### src/rtl/eth_recv.sv
// ---------------------------------------------------------------------------
// eth_recv: receive-side parser for timestamp probe frames.
//
// Frames arrive on a 64-bit AXI-Stream with no back-pressure. The first three
// beats carry the header fields of interest: beat 1 holds the EtherType and
// the sequence number, and beat 2 holds the big-endian transmit timestamp.
// On the tlast beat each frame is classified as an FCS error, a drop (runt or
// foreign EtherType) or a good probe. A good probe produces a one-cycle
// result pulse with its sequence number and its latency (rx_time - tx_time).
//
// Optional feature macro: ETH_RECV_MINMAX_EN adds the lat_min / lat_max
// running statistics and their ports.
//
// Ports:
//   clk156            single clock, rising edge
//   reset             asynchronous active-high reset
//   s_axis_rx_tvalid  beat valid
//   s_axis_rx_tlast   last beat of frame
//   s_axis_rx_tuser   on the tlast beat: 1 = good FCS
//   s_axis_rx_tdata   64-bit beat, [7:0] is the earliest byte on the wire
//   s_axis_rx_tkeep   byte enables (ignored)
//   stats_clear       synchronous clear of counters and statistics
//   ts_now            free-running timestamp counter
//   result_valid      one-cycle pulse per good probe
//   result_seq        sequence number of the last good probe
//   result_latency    latency of the last good probe
//   frame_count       good probes
//   err_count         frames with bad FCS
//   drop_count        runts and frames with a foreign EtherType
//   lat_min/lat_max   latency extremes (only with ETH_RECV_MINMAX_EN)
// ---------------------------------------------------------------------------
module eth_recv #(
    parameter logic [15:0] ETHERTYPE = 16'h88B5
) (
    input  logic        clk156,
    input  logic        reset,
    input  logic        s_axis_rx_tvalid,
    input  logic        s_axis_rx_tlast,
    input  logic        s_axis_rx_tuser,
    input  logic [63:0] s_axis_rx_tdata,
    input  logic [7:0]  s_axis_rx_tkeep,
    input  logic        stats_clear,
    output logic [31:0] ts_now,
    output logic        result_valid,
    output logic [15:0] result_seq,
    output logic [31:0] result_latency,
    output logic [31:0] frame_count,
    output logic [31:0] err_count,
`ifdef ETH_RECV_MINMAX_EN
    output logic [31:0] lat_min,
    output logic [31:0] lat_max,
`endif
    output logic [31:0] drop_count
);

    typedef enum logic [1:0] {
        BEAT0 = 2'd0,
        BEAT1 = 2'd1,
        BEAT2 = 2'd2,
        TAIL  = 2'd3
    } state_t;

    // Wire order is big-endian: the byte at the lowest lane is the MSB.
    function automatic logic [15:0] bswap16(input logic [15:0] v);
        return {v[7:0], v[15:8]};
    endfunction

    function automatic logic [31:0] bswap32(input logic [31:0] v);
        return {v[7:0], v[15:8], v[23:16], v[31:24]};
    endfunction

    state_t      state_r;
    state_t      state_s;
    logic [31:0] rx_time_r;
    logic [31:0] tx_time_r;
    logic [15:0] ethertype_r;
    logic [15:0] seq_r;
    logic [31:0] tx_time_s;
    logic        last_beat_s;
    logic        runt_s;
    logic        is_err_s;
    logic        is_drop_s;
    logic        is_good_s;
    logic        unused_s;

    // Byte enables carry no information the parser needs.
    assign unused_s = ^s_axis_rx_tkeep;

    // Next-state: advance one header state per accepted beat, tlast restarts.
    always_comb begin
        state_s = state_r;
        if (s_axis_rx_tvalid) begin
            if (s_axis_rx_tlast) begin
                state_s = BEAT0;
            end else begin
                case (state_r)
                    BEAT0:   state_s = BEAT1;
                    BEAT1:   state_s = BEAT2;
                    BEAT2:   state_s = TAIL;
                    TAIL:    state_s = TAIL;
                    default: state_s = BEAT0;
                endcase
            end
        end else begin
            state_s = state_r;
        end
    end

    // Classification of the frame ending on this beat, first match wins.
    always_comb begin
        last_beat_s = s_axis_rx_tvalid & s_axis_rx_tlast;
        // A frame ending on its BEAT2 beat still carries a complete header,
        // so its timestamp is taken straight from the bus.
        runt_s      = (state_r == BEAT0) || (state_r == BEAT1);
        if (state_r == BEAT2) begin
            tx_time_s = bswap32(s_axis_rx_tdata[31:0]);
        end else begin
            tx_time_s = tx_time_r;
        end
        is_err_s  = last_beat_s & ~s_axis_rx_tuser;
        is_drop_s = last_beat_s & s_axis_rx_tuser &
                    (runt_s | (ethertype_r != ETHERTYPE));
        is_good_s = last_beat_s & s_axis_rx_tuser & ~runt_s &
                    (ethertype_r == ETHERTYPE);
    end

    // Free-running timestamp.
    always_ff @(posedge clk156 or posedge reset) begin
        if (reset) begin
            ts_now <= 32'd0;
        end else begin
            ts_now <= ts_now + 32'd1;
        end
    end

    // Parser state register.
    always_ff @(posedge clk156 or posedge reset) begin
        if (reset) begin
            state_r <= BEAT0;
        end else begin
            state_r <= state_s;
        end
    end

    // Header field capture on the beat that carries each field.
    always_ff @(posedge clk156 or posedge reset) begin
        if (reset) begin
            rx_time_r   <= 32'd0;
            tx_time_r   <= 32'd0;
            ethertype_r <= 16'd0;
            seq_r       <= 16'd0;
        end else if (s_axis_rx_tvalid) begin
            case (state_r)
                BEAT0: rx_time_r <= ts_now;
                BEAT1: begin
                    ethertype_r <= bswap16(s_axis_rx_tdata[47:32]);
                    seq_r       <= bswap16(s_axis_rx_tdata[63:48]);
                end
                BEAT2: tx_time_r <= bswap32(s_axis_rx_tdata[31:0]);
                TAIL:  tx_time_r <= tx_time_r;
                default: rx_time_r <= rx_time_r;
            endcase
        end
    end

    // Result pulse and held result fields.
    always_ff @(posedge clk156 or posedge reset) begin
        if (reset) begin
            result_valid   <= 1'b0;
            result_seq     <= 16'd0;
            result_latency <= 32'd0;
        end else begin
            result_valid <= is_good_s;
            if (is_good_s) begin
                result_seq     <= seq_r;
                result_latency <= rx_time_r - tx_time_s;
            end
        end
    end

    // Event counters; a clear wins over a coincident increment.
    always_ff @(posedge clk156 or posedge reset) begin
        if (reset) begin
            frame_count <= 32'd0;
            err_count   <= 32'd0;
            drop_count  <= 32'd0;
        end else if (stats_clear) begin
            frame_count <= 32'd0;
            err_count   <= 32'd0;
            drop_count  <= 32'd0;
        end else begin
            frame_count <= frame_count + {31'd0, is_good_s};
            err_count   <= err_count   + {31'd0, is_err_s};
            drop_count  <= drop_count  + {31'd0, is_drop_s};
        end
    end

`ifdef ETH_RECV_MINMAX_EN
    // Latency extremes, folded in while the result is being presented.
    always_ff @(posedge clk156 or posedge reset) begin
        if (reset) begin
            lat_min <= 32'hFFFF_FFFF;
            lat_max <= 32'd0;
        end else if (stats_clear) begin
            lat_min <= 32'hFFFF_FFFF;
            lat_max <= 32'd0;
        end else if (result_valid) begin
            if (result_latency < lat_min) begin
                lat_min <= result_latency;
            end
            if (result_latency > lat_max) begin
                lat_max <= result_latency;
            end
        end
    end
`endif

endmodule
### config.mk
export PLATFORM = sky130hd
export DESIGN_NAME = eth_recv
export DESIGN_NICKNAME = d
export VERILOG_FILES = /design/src/rtl/eth_recv.sv
export SDC_FILE = /design/constraint.sdc
export NUM_CORES = 1
export LEC_CHECK = 0
export CAP_MARGIN = 20
export CORE_ASPECT_RATIO = 2
export CORE_MARGIN = 2
export CORE_UTILIZATION = 45
export CTS_CLUSTER_DIAMETER = 80
export CTS_CLUSTER_SIZE = 14
export DETAILED_ROUTE_END_ITERATION = 10
export PLACE_DENSITY = 0.73
export SLEW_MARGIN = 25
export SYNTH_ARGS = -nofsm -noshare
export SYNTH_HDL_FRONTEND = slang
export SYNTH_SLANG_ARGS = --single-unit
### constraint.sdc
create_clock -name clk156 -period 8.6 [get_ports clk156]
set_input_delay 1.29 -clock clk156 [delete_from_list [all_inputs] [get_ports clk156]]
set_output_delay 1.29 -clock clk156 [all_outputs]
set_load 0.05 [all_outputs]
# == After elaboration in Yosys (flattened, before gate mapping) ==
# Cells that the tools add are included.
# totals
in_bits,78
out_inout_bits,177
wordCells,42
ff_bits,275
# op_classes
n_reduce_logical,5
n_eq_ne,5
mux,6
addsub,5
bitwise_logic,9
# op_table
op,count
32-bit two-way mux,4
32-bit by 1-bit adder with 32-bit output,3
32-bit by 1-bit adder with 32-bit output (second input constant),1
32-bit subtractor,1
16-bit == test (second input constant),1
16-bit inequality test (second input constant),1
1-bit AND,6
2-bit one-hot mux with 3 select lines,1
2-bit == test (second input constant),2
2-bit AND reduction,2
2-bit by 1-bit == test with 1-bit output (second input constant),1
2-bit zero test,1
2-bit two-way mux,1
1-bit NOT,2
2-bit OR reduction,1
1-bit logical OR,1
1-bit OR,1

# == Logic depth before layout (Yosys ltp) ==
# logic_depth
ltp_word,7
mapped_depth,19
depth_no_buf,15

# == Worst setup path after synthesis ==
# No wires, ideal clock.
# synth_timing
kind,register to register
start,reg state_r[0]
end,reg result_latency[20]
required_ns,8.524
n_path_buf,5
setup_time_ns,0.076
arrival_time_ns,4.600
setup_slack_ns,3.923
synth_period_minus_slack_ns,4.677
stages_incl_launch_ff,20
path_cell_list,dfrtp_1 > buf_4 > nor2b_4 > buf_6 > buf_4 > buf_2 > buf_1 > mux2i_1 > ha_1 > or4bb_1 > o311a_1 > a211o_1 > a41oi_1 > nand3_1 > a211oi_2 > o21ai_0 > a31o_1 > maj3_1 > xor2_1 > o21ai_1
# synth_via
elab_chain_len,5
elab_cells_between_ends,9
classes_between,add/sub: 1; eq/ne: 2; mux: 1; bitwise: 3; reduce/logical: 2
# synth_rtl
item,line_no,text
"start, declared",72,state_t state_r;
"start signal, assigned",141,state_r <= state_s;
"parallel branches: the longest is 5 deep, another holds 32-bit subtractor",-,
"end signal, assigned",176,result_latency <= rx_time_r - tx_time_s;
"end, declared",46,"output logic [31:0] result_latency,"
# Several ways; the timed one is not identified.
# A chain may end at the register's enable or synchronous reset.

# == Final worst setup path ==
# layout_timing
start,reg state_r[1]
end,reg result_latency[30]
# layout_via
elab_cells_between_ends,9
classes_between,add/sub: 1; eq/ne: 2; mux: 1; bitwise: 3; reduce/logical: 2
# layout_rtl
item,line_no,text
2-bit == test,115,if (state_r == BEAT2) begin
32-bit two-way mux,-,
named net tx_time_s[0],78,logic [31:0] tx_time_s;
32-bit subtractor,176,
# The timed path passes the listed nets, and every way through them passes these cells.

==> flow_summary.json <==
{
  "firstDrtPassIters": 5,
  "cellLeakagePower_nw": 7.253,
  "yosysTopAreaCell": "dfrtp_1",
  "critPathLaunchType": "register",
  "drive_above_1_share_pct": 8.457,
  "drt_iter0_markers": 528,
  "maxCapViolCount": 0,
  "avgViaCountPerCell": 5.441,
  "routed_wl_microns": 34380,
  "slew_headroom_pct": 32.64,
  "clk_latency_ps": 540,
  "crit_type": "reg -> reg",
  "clkSlewWorstSetupHoldPaths_ps": 70,
  "antenna_found_initial": 2,
  "async_flop_share_pct": 100.0,
  "placed_cells": 1886,
  "multi_input_comb_area_sq_um": 6299,
  "postRouteAntennaNets": 0,
  "crit_required_ps": 8970,
  "critPathMaxStageDelay_ps": 690,
  "final_cell_mix": "275 x dfrtp_1, 245 x clkdlybuf4s50_1, 164 x nand2_1, 147 x nor2_1",
  "grtUsageTotal_pct": 21.81,
  "grt_setup_unrepaired": "no",
  "grt_pass1_vias": 10670,
  "area_delta_synth_final_pct": 25.61,
  "ys_ff_latch": 275,
  "grt-ovfl-total": 0,
  "cts_root_buffer": "clkbuf_16",
  "cts_resized": 0,
  "clkSinkCount": 275,
  "status": "finished clean",
  "die_h_microns": 248.7,
  "seq_area_frac_synth_pct": 51.06,
  "place.gp.congestion": 0.8915,
  "final_common_cell": "dfrtp_1",
  "synth-edff-count": 0,
  "hp-class": "reg -> reg",
  "synth_area_leaders": "dfrtp_1 51%, mux2_2 6.5%, xor2_1 5.1%",
  "regArea_sq_um": 6882,
  "synth.distinct_cells": 64,
  "crit_slowest_cell": "nor2b_4",
  "maxUsedRoutingLayer": "met5",
  "max_clock_freq_mhz": 207.9,
  "cts_setup_buffers": 0,
  "worstPathArrival_ps": 5180,
  "fp.dieW_microns": 126.4,
  "grt_max_degree": 157,
  "path_cells": "nor2b_4 -> mux2_2 -> ha_1 -> fa_1 -> inv_1 -> maj3_1 -> maj3_2 -> a32o_1 -> o221ai_2 -> or4_1 -> a211o_1 -> a22oi_1 -> xnor2_1 -> o21ai_1",
  "grt_first_pass_wirelength_microns": 55750,
  "cts_buffer_depth": 3,
  "port_buffers": 246,
  "syn-num-nets": 1414,
  "p_per_area_nw_per_um2": 183.9,
  "cts_buffers": 23,
  "synth_top_cell_area_share_pct": 51.06,
  "worst_pin_slew_ps": 1010,
  "wire_per_inst_microns": 17.96,
  "finalHoldViolations": 0,
  "boundaryPins": 255,
  "ys.flop_type": "dfrtp_1",
  "hold_buffers": 0,
  "crit_fanout": 18,
  "num_rows": 89,
  "period_minus_slack_ps": 4811,
  "initial_utilization_pct": 45.67,
  "finalCritPeriodShare_pct": 55.94,
  "wl_met3_microns": 1155,
  "avgSynthCellArea_sq_um": 10.24,
  "drc": 0,
  "fin_cells": 1914,
  "nets": 1647,
  "vias": 10410,
  "syn_area_sq_um": 13480,
  "core_sq_um": 29510,
  "dieArea_sq_um": 31430,
  "wl_met2_microns": 19310,
  "dp_hpwl_microns": 25080,
  "endpoint_kind": "register",
  "tns_ps": 0,
  "yosysWarnings": 0,
  "cts_tree": "done",
  "finalSetupViolations": 0,
  "syn-instance-count": 1316,
  "slew_viol_final": 0,
  "clock-skew-final_ps": 29.23,
  "fill_cells": 2546,
  "wl_met1_microns": 12480,
  "irDropWorstVdd_v": 0.0001567,
  "htree_levels": 1
}
[metal layers]
| layer | vias to the layer above | track usage [%] |
|---|---|---|
| met1 | 5123 | 23.77 |
| met4 | 2 | 9.545 |
| met2 | 262 | 41.63 |
| met5 | - | 0 |
| met3 | 68 | 2.298 |
| li1 | 4959 | - |
[synth_stat cells (3+ instances only)]
library cell,instances
xnor2_1,75
a211o_1,3
buf_1,6
and4_1,8
a21oi_1,59
nand3_1,54
nor2_1,147
a21o_1,6
and2_1,7
mux2_2,78
dfrtp_1,275
maj3_1,15
or2_2,5
o22ai_1,4
o2111ai_1,3
o21ai_0,57
o31ai_1,6
nor2b_1,14
o311a_1,3
nand4_1,19
xor2_1,78
nand2_1,164
inv_1,30
and3_1,22
nor3b_1,3
nor4_1,8
ha_1,19
nand2b_1,4
or3_1,20
o21ai_1,4
clkbuf_1,38
nor3_1,8
mux2i_1,27
a31oi_1,8
[critical path: cells and delay by family, from the launching register on]
family | cells | cell delay, ps
AOI/OAI and AO/OA | 5 | 1150
muxes | 1 | 430
adders and majority gates | 4 | 1020
buffers and inverters | 1 | 70
and+or+nand+nor | 2 | 1290
DFF | 1 | 530
xor gates and xnor gates | 1 | 140
[sequential cells by signal (all words and copies together) (netlist names)]
| signal | count |
|---|---|
| drop_count | 32 |
| err_count | 32 |
| frame_count | 32 |
| result_latency | 32 |
| rx_time_r | 32 |
| ts_now | 32 |
| tx_time_r | 32 |
| ethertype_r | 16 |
| result_seq | 16 |
| seq_r | 16 |
| state_r | 2 |
| result_valid | 1 |
[per-stage QoR]
step / util (%) / instance area [sq um] / worst slack [ps] / power [W] / hold WS, ps
6_report: 57.36 / 16930 / 3789 / 0.003113 / 447.3
5_1_grt: 57.36 / 16930 / 3583 / 0.003280 / 472.3
3_3_place_gp: 55.17 / 16280 / 3476 / 0.002180 / 439.7
4_1_cts: 57.18 / 16870 / 3729 / 0.003150 / 451.1
2_1_floorplan: - / 13480 / 3673 / 0.002030 / 433.1
3_5_place_dp: 55.17 / 16280 / 3441 / 0.002207 / 455.5
[final timing paths]
check                      slack, ps       start  cells after the start                  to
setup / recovery                3790  state_r[1]                     14  result_latency[30]
hold / removal                   450   seq_r[15]                      2      result_seq[15]
setup reg to reg                3790  state_r[1]                     14  result_latency[30]
hold reg to reg                  450   seq_r[15]                      2      result_seq[15]
max in group asynchronous       6190       reset                      3     ethertype_r[15]
min in group asynchronous       1150       reset                      2            seq_r[5]
[area by class of cell]
type | instances | area share, %
timing repair buffer | 256 | 15.25
clock buffer | 23 | 3.400
antenna | 1 | 0.01478
sequential | 275 | 40.65
clock inverter | 2 | 0.09609
tap | 364 | 2.691
multi-input combinational | 963 | 37.21
inverter | 30 | 0.6874
[cells by family (layout without fill, tap and decap cells)]
group	count (synthesis)	after routing	share of synthesized area [%]
xor gates and xnor gates	153	153	9.943
AOI/OAI and AO/OA	173	173	7.641
adders and majority gates	36	36	3.110
DFF	275	275	51.06
muxes	109	109	9.061
other	0	1	0
and+or+nand+nor	492	492	16.89
buffers and inverters	78	311	2.293
[power breakdown]
group,internal (W),switching [W]
Sequential,0.00142,0.0000767
Combinational,0.000314,0.000371
Clock,0.000474,0.000453
Total,0.00221,0.000900
Note: power is estimated with default switching activity, not from simulation.
